===== src/rtl/hex_segment_pkg.sv =====
// Shared constants, state type and pattern decoder for the seven-segment hex decoder.
// Segment codes are active-low with bit6..0 = a..g.
package hex_segment_pkg;

  // Entry n holds the active-low pattern shown for hex value n.
  localparam logic [15:0][6:0] SEG_TABLE = {
    7'h38, 7'h30, 7'h42, 7'h31, 7'h60, 7'h08, 7'h04, 7'h00,
    7'h0F, 7'h20, 7'h24, 7'h4C, 7'h06, 7'h12, 7'h4F, 7'h01
  };

  localparam logic [6:0]  SEG_MARK_OK   = 7'h3F;
  localparam logic [6:0]  SEG_BLANK     = 7'h7F;
  localparam logic [13:0] BLANK_PATTERN = {SEG_BLANK, SEG_BLANK};

  typedef enum logic [1:0] {
    IDLE = 2'd0,
    EMIT = 2'd1,
    HOLD = 2'd2
  } dec_state_t;

  typedef struct packed {
    logic       hit;
    logic [3:0] hex;
  } dec_result_t;

  // A hit needs the valid marker together with a digit found in the table.
  function automatic dec_result_t decode_pattern(input logic [6:0] mark,
                                                 input logic [6:0] digit);
    dec_result_t res;
    res = '0;
    if (mark == SEG_MARK_OK) begin
      for (int i = 0; i < 16; i++) begin
        if (digit == SEG_TABLE[i]) begin
          res.hit = 1'b1;
          res.hex = 4'(i);
        end
      end
    end
    return res;
  endfunction

endpackage


===== src/rtl/hex_segment_decoder_filter.sv =====
// Sample register and stability counter: flags a pattern once it has been seen
// STABLE_CYCLES times in a row.
module seg_stability_filter
  import hex_segment_pkg::*;
#(
  parameter int STABLE_CYCLES = 4,
  parameter int CNT_W         = 8
) (
  input  logic        clk,
  input  logic        rst,
  input  logic [13:0] din,
  output logic [13:0] sample,
  output logic        stable
);

  localparam logic [CNT_W-1:0] CNT_MAX    = CNT_W'(STABLE_CYCLES);
  localparam logic [CNT_W-1:0] CNT_STABLE = CNT_W'(STABLE_CYCLES - 1);

  logic [CNT_W-1:0] cnt;

  // Saturating at STABLE_CYCLES makes the stable pulse fire only once per run.
  always_ff @(posedge clk) begin
    if (rst) begin
      sample <= BLANK_PATTERN;
      cnt    <= '0;
    end else begin
      sample <= din;
      if (din != sample) begin
        cnt <= '0;
      end else if (cnt != CNT_MAX) begin
        cnt <= cnt + 1'b1;
      end
    end
  end

  assign stable = (cnt == CNT_STABLE);

endmodule


===== src/rtl/hex_segment_decoder.sv =====
// Decodes stable active-low seven-segment patterns into hex/one-hot results.
// Optional macro HEXDEC_ERRCNT_EN adds a saturating err_count output.
module hex_segment_decoder
  import hex_segment_pkg::*;
#(
  parameter int STABLE_CYCLES = 4,
  parameter int CNT_W         = 8
) (
  input  logic        clk,
  input  logic        rst,
  input  logic [6:0]  seg_digit,
  input  logic [6:0]  seg_mark,
  output logic        out_valid,
  input  logic        out_ready,
  output logic [3:0]  out_hex,
  output logic [15:0] out_onehot,
  output logic        out_err,
  output logic        overrun
`ifdef HEXDEC_ERRCNT_EN
  ,
  output logic [7:0]  err_count
`endif
);

  logic [13:0] sample;
  logic        stable;
  logic [13:0] pend_pat;
  logic [13:0] last_pat;
  dec_state_t  state;
  dec_result_t dec;
  logic        is_blank;
  logic        out_full;
  logic        load;
  logic        drop;

  seg_stability_filter #(
    .STABLE_CYCLES (STABLE_CYCLES),
    .CNT_W         (CNT_W)
  ) u_filter (
    .clk    (clk),
    .rst    (rst),
    .din    ({seg_mark, seg_digit}),
    .sample (sample),
    .stable (stable)
  );

  assign is_blank = (sample == BLANK_PATTERN);
  assign dec      = decode_pattern(pend_pat[13:7], pend_pat[6:0]);
  assign out_full = out_valid && !out_ready;
  assign load     = (state == EMIT) && !out_full;
  assign drop     = (state == EMIT) && out_full;

  // last_pat remembers what was emitted (or dropped) so a held pattern is not repeated.
  always_ff @(posedge clk) begin
    if (rst) begin
      state    <= IDLE;
      pend_pat <= BLANK_PATTERN;
      last_pat <= BLANK_PATTERN;
    end else begin
      case (state)
        IDLE: begin
          if (stable) begin
            if (is_blank) begin
              last_pat <= BLANK_PATTERN;
            end else if (sample != last_pat) begin
              pend_pat <= sample;
              last_pat <= sample;
              state    <= EMIT;
            end
          end
        end
        EMIT: state <= HOLD;
        HOLD: begin
          if (sample != last_pat) begin
            state <= IDLE;
          end
        end
        default: state <= IDLE;
      endcase
    end
  end

  // A load on the handshake edge keeps out_valid high with the new result.
  always_ff @(posedge clk) begin
    if (rst) begin
      out_valid  <= 1'b0;
      out_hex    <= '0;
      out_onehot <= '0;
      out_err    <= 1'b0;
      overrun    <= 1'b0;
    end else begin
      if (load) begin
        out_valid  <= 1'b1;
        out_hex    <= dec.hit ? dec.hex : 4'h0;
        out_onehot <= dec.hit ? (16'h0001 << dec.hex) : 16'h0000;
        out_err    <= !dec.hit;
      end else if (out_valid && out_ready) begin
        out_valid <= 1'b0;
      end
      if (drop) begin
        overrun <= 1'b1;
      end
    end
  end

`ifdef HEXDEC_ERRCNT_EN
  always_ff @(posedge clk) begin
    if (rst) begin
      err_count <= '0;
    end else if ((state == EMIT) && !dec.hit && (err_count != 8'hFF)) begin
      err_count <= err_count + 1'b1;
    end
  end
`endif

endmodule


===== config.mk =====
export PLATFORM = sky130hd
export DESIGN_NAME = hex_segment_decoder
export DESIGN_NICKNAME = d
export VERILOG_FILES = /design/src/rtl/hex_segment_pkg.sv /design/src/rtl/hex_segment_decoder_filter.sv /design/src/rtl/hex_segment_decoder.sv
export SDC_FILE = /design/constraint.sdc
export NUM_CORES = 1
export LEC_CHECK = 0
export CAP_MARGIN = 30
export CORE_UTILIZATION = 50
export CTS_CLUSTER_DIAMETER = 40
export DETAILED_ROUTE_END_ITERATION = 10
export PLACE_DENSITY = 0.75
export SETUP_SLACK_MARGIN = 0.3
export SLEW_MARGIN = 10
export SYNTH_ARGS = -nofsm -noshare
export SYNTH_HDL_FRONTEND = slang
export SYNTH_SLANG_ARGS = --single-unit

===== constraint.sdc =====
create_clock -name clk -period 1.9 [get_ports clk]
set_clock_uncertainty 0.15 [all_clocks]
set_input_delay 0.38 -clock clk [delete_from_list [all_inputs] [get_ports clk]]
set_output_delay 0.38 -clock clk [all_outputs]
set_load 0.01 [all_outputs]

==> flow_summary.ini <==
[timing]
timing.final.crit_share_pct = 107.3
final.setup.worst_slack_ns = -0.1383
fmax_mhz = 490.6
period_needed_ns = 2.038
rsz0062_at_grt = true
max_slew_margin_pct = 71.69
max_slew.worst_pin.slew_ns = 0.4222
final_hold_viol_count = 0
setup_tns_ns = -1.786
slew_violations = 0
setup_viol = 25

[clocking]
clkSinkCount = 75
clk_pin_slew_ns = 0.08
htree_levels = 3
numCtsBuffers = 9
cts_max_path_buffers = 2
clock-root-buffer = clkbuf_8
cts_tree = built
clock_latency_ns = 0.36
cts_hold_buf = 0

[pwr]
leakagePower_nw = 2.274
peakVddDrop_v = 0.0007160
power_mw = 3.338
power_density_mw_per_mm2 = 607.6

[placement]
place_congestion = 0.8961
portBuffers = 39
dp_hpwl_um = 6197
dp_cells = 536

[die]
core_area_mm2 = 0.006495
start_util_pct = 53.15
die_area_mm2 = 0.007240
die_w_um = 85.09
die_h_um = 85.09
io_pins = 40
placementRows = 29

[global_routing]
grt.total_usage_pct = 28.27
antenna_found_initial = 0
overflow = 0
grt_max_degree = 33
grt_pass1_vias = 3362
grt_first_pass_wirelength_um = 15990

[critical_path]
reg2reg_slack_ns = -0.14
end_kind = flop
timing.critical_path.from = last_pat[1]
worstReg2RegStart = last_pat[1]
crit_type = flop to flop
crit_path_start_kind = flop
cp_data_required_time_ns = 2.01
crit_fanout = 7
arrival_ns = 2.14

[routing]
routedWlPerCell_um = 20.07
drt-initial-drc-count = 200
via_per_inst = 6.095
num_vias = 3584
wirelength_um = 11800
drc = 0
drtPass1Iterations = 4
postRouteAntennaNets = 0

[status]
status = finished, violations left
violations = setup timing

[layout]
layout-drive-gt1-share_pct = 45.99
most-common-layout-cells = buf_4, dfxtp_1, nor2_1, nand2_1, nand3_1
layout.nets = 525
final_common_cell = buf_4
syn_to_final_growth_pct = 59.15
stdcell_count = 588
diodes = 0

[synth]
avgSynthCellArea_um2 = 8.851
synthSimpleGateAreaFrac_pct = 25.92
ys.flop_type = dfxtp_1
synth_top_family_by_area = simple AND/OR/NAND/NOR gates
syn-num-nets = 409
synth-compound-area-share_pct = 16.38
synth_cell_types = 49
synth-seq-area-share_pct = 43.49
synth_mux_area_share_pct = 0
synth_xor_area_share_pct = 9.387
synth.yosys.warnings = 0
synthArstFlopShare_pct = 0
synth_seq_cells = 75
netlist_instances = 390
yosys.area_share.adder_pct = 0.7249
netlist_area_mm2 = 0.003452
synth_edf_count = 0

[hold_path]
min_path_type = input pin to flop
hp-start = seg_digit[3]

[job]
drv_cap = 0
Yosys cell counts (4+ instances only):
cell / count / share of area, %
dfxtp_1: 75 / 43
nor2_1: 37 / 4.0
nand3_1: 33 / 4.8
nand2_1: 28 / 3.0
xor2_1: 23 / 5.8
o21ai_0: 16 / 2.3
a2bb2oi_1: 15 / 3.8
or2_2: 14 / 2.5
xnor2_1: 14 / 3.6
o31ai_1: 13 / 2.8
buf_2: 11 / 1.6
clkbuf_1: 11 / 1.2
nand4_1: 11 / 2.0
a21oi_1: 9 / 1.3
inv_1: 7 / 0.76
nor3_1: 6 / 0.87
and3_1: 5 / 0.91
nor2b_1: 5 / 0.91
nor4_1: 5 / 0.91
o32a_1: 5 / 1.4
nand2b_1: 4 / 0.72
nor3b_1: 4 / 0.87
cells by family after synthesis:
kind of cell    Yosys count
buf+inv                  31
fa+ha+maj                 2
xor+xnor                 37
flops                    75
compound gates           77
simple gates            168
where the power goes:
group | total (mW) | internal, mW | switching (mW)
Combinational | 0.240 | 0.128 | 0.111
Clock | 1.50 | 0.875 | 0.625
Sequential | 1.60 | 1.58 | 0.0202
Total | 3.34 | 2.58 | 0.757
worst paths after layout:
kind                                      endpoint  cells past startpoint
worst max-delay path                   last_pat[1]                      7
worst min-delay path            u_filter.sample[3]                      2
worst max register to register         last_pat[1]                      7
worst min register to register       out_onehot[3]                      2
per-stage QoR:
stage	hold slack, ns	util [%]	worst slack (ns)	instance area [um2]
2_1_floorplan	0.2909	-	0.1840	3646
3_3_place_gp	0.2860	67.54	-0.1174	4387
3_5_place_dp	0.2888	67.54	-0.1388	4387
4_1_cts	0.3021	75.73	0.03887	4918
5_1_grt	0.1373	84.59	-0.2072	5494
6_report	0.1211	84.59	-0.1383	5494
area by class of cell:
cell class	count	area (um2)
Timing Repair Buffer	129	1199
Clock buffer	10	127.6
Inverter	7	31.28
Tap cell	77	96.34
Fill cell	320	1001
Clock inverter	6	111.4
Multi-Input combinational cell	284	2377
Sequential cell	75	1551
critical path, cell delays in order, from the launching register on:
cell and delay (ns):
dfxtp_1 0.35, xor2_1 0.17, nor4_2 0.41, nand4_1 0.18
buf_6 0.17, o21bai_4 0.22, clkbuf_16 0.21, a2bb2oi_2 0.07
registers in the layout, indices dropped and copies added (netlist names):
name             flops
out_valid            1
last_pat            14
out_err              1
overrun              1
pend_pat            14
state                2
out_onehot          16
u_filter.cnt         8
u_filter.sample     14
out_hex              4
per-layer routing:
metal	up-vias	share of wire [%]	GRT usage, %
met3	51	4.6	5.253
met1	1754	39	32.99
met5	-	0	0
met2	141	53	49.27
li1	1638	-	-
met4	0	3.8	14.95
timing repair:
item / CTS / global route
gates cloned: 0 / 3
pin swaps: 32 / 48
setup endpoints to repair: 79 / 59
buffers inserted: 13 / 20
resized for setup: 77 / 82
(Power assumes the default switching activity.)
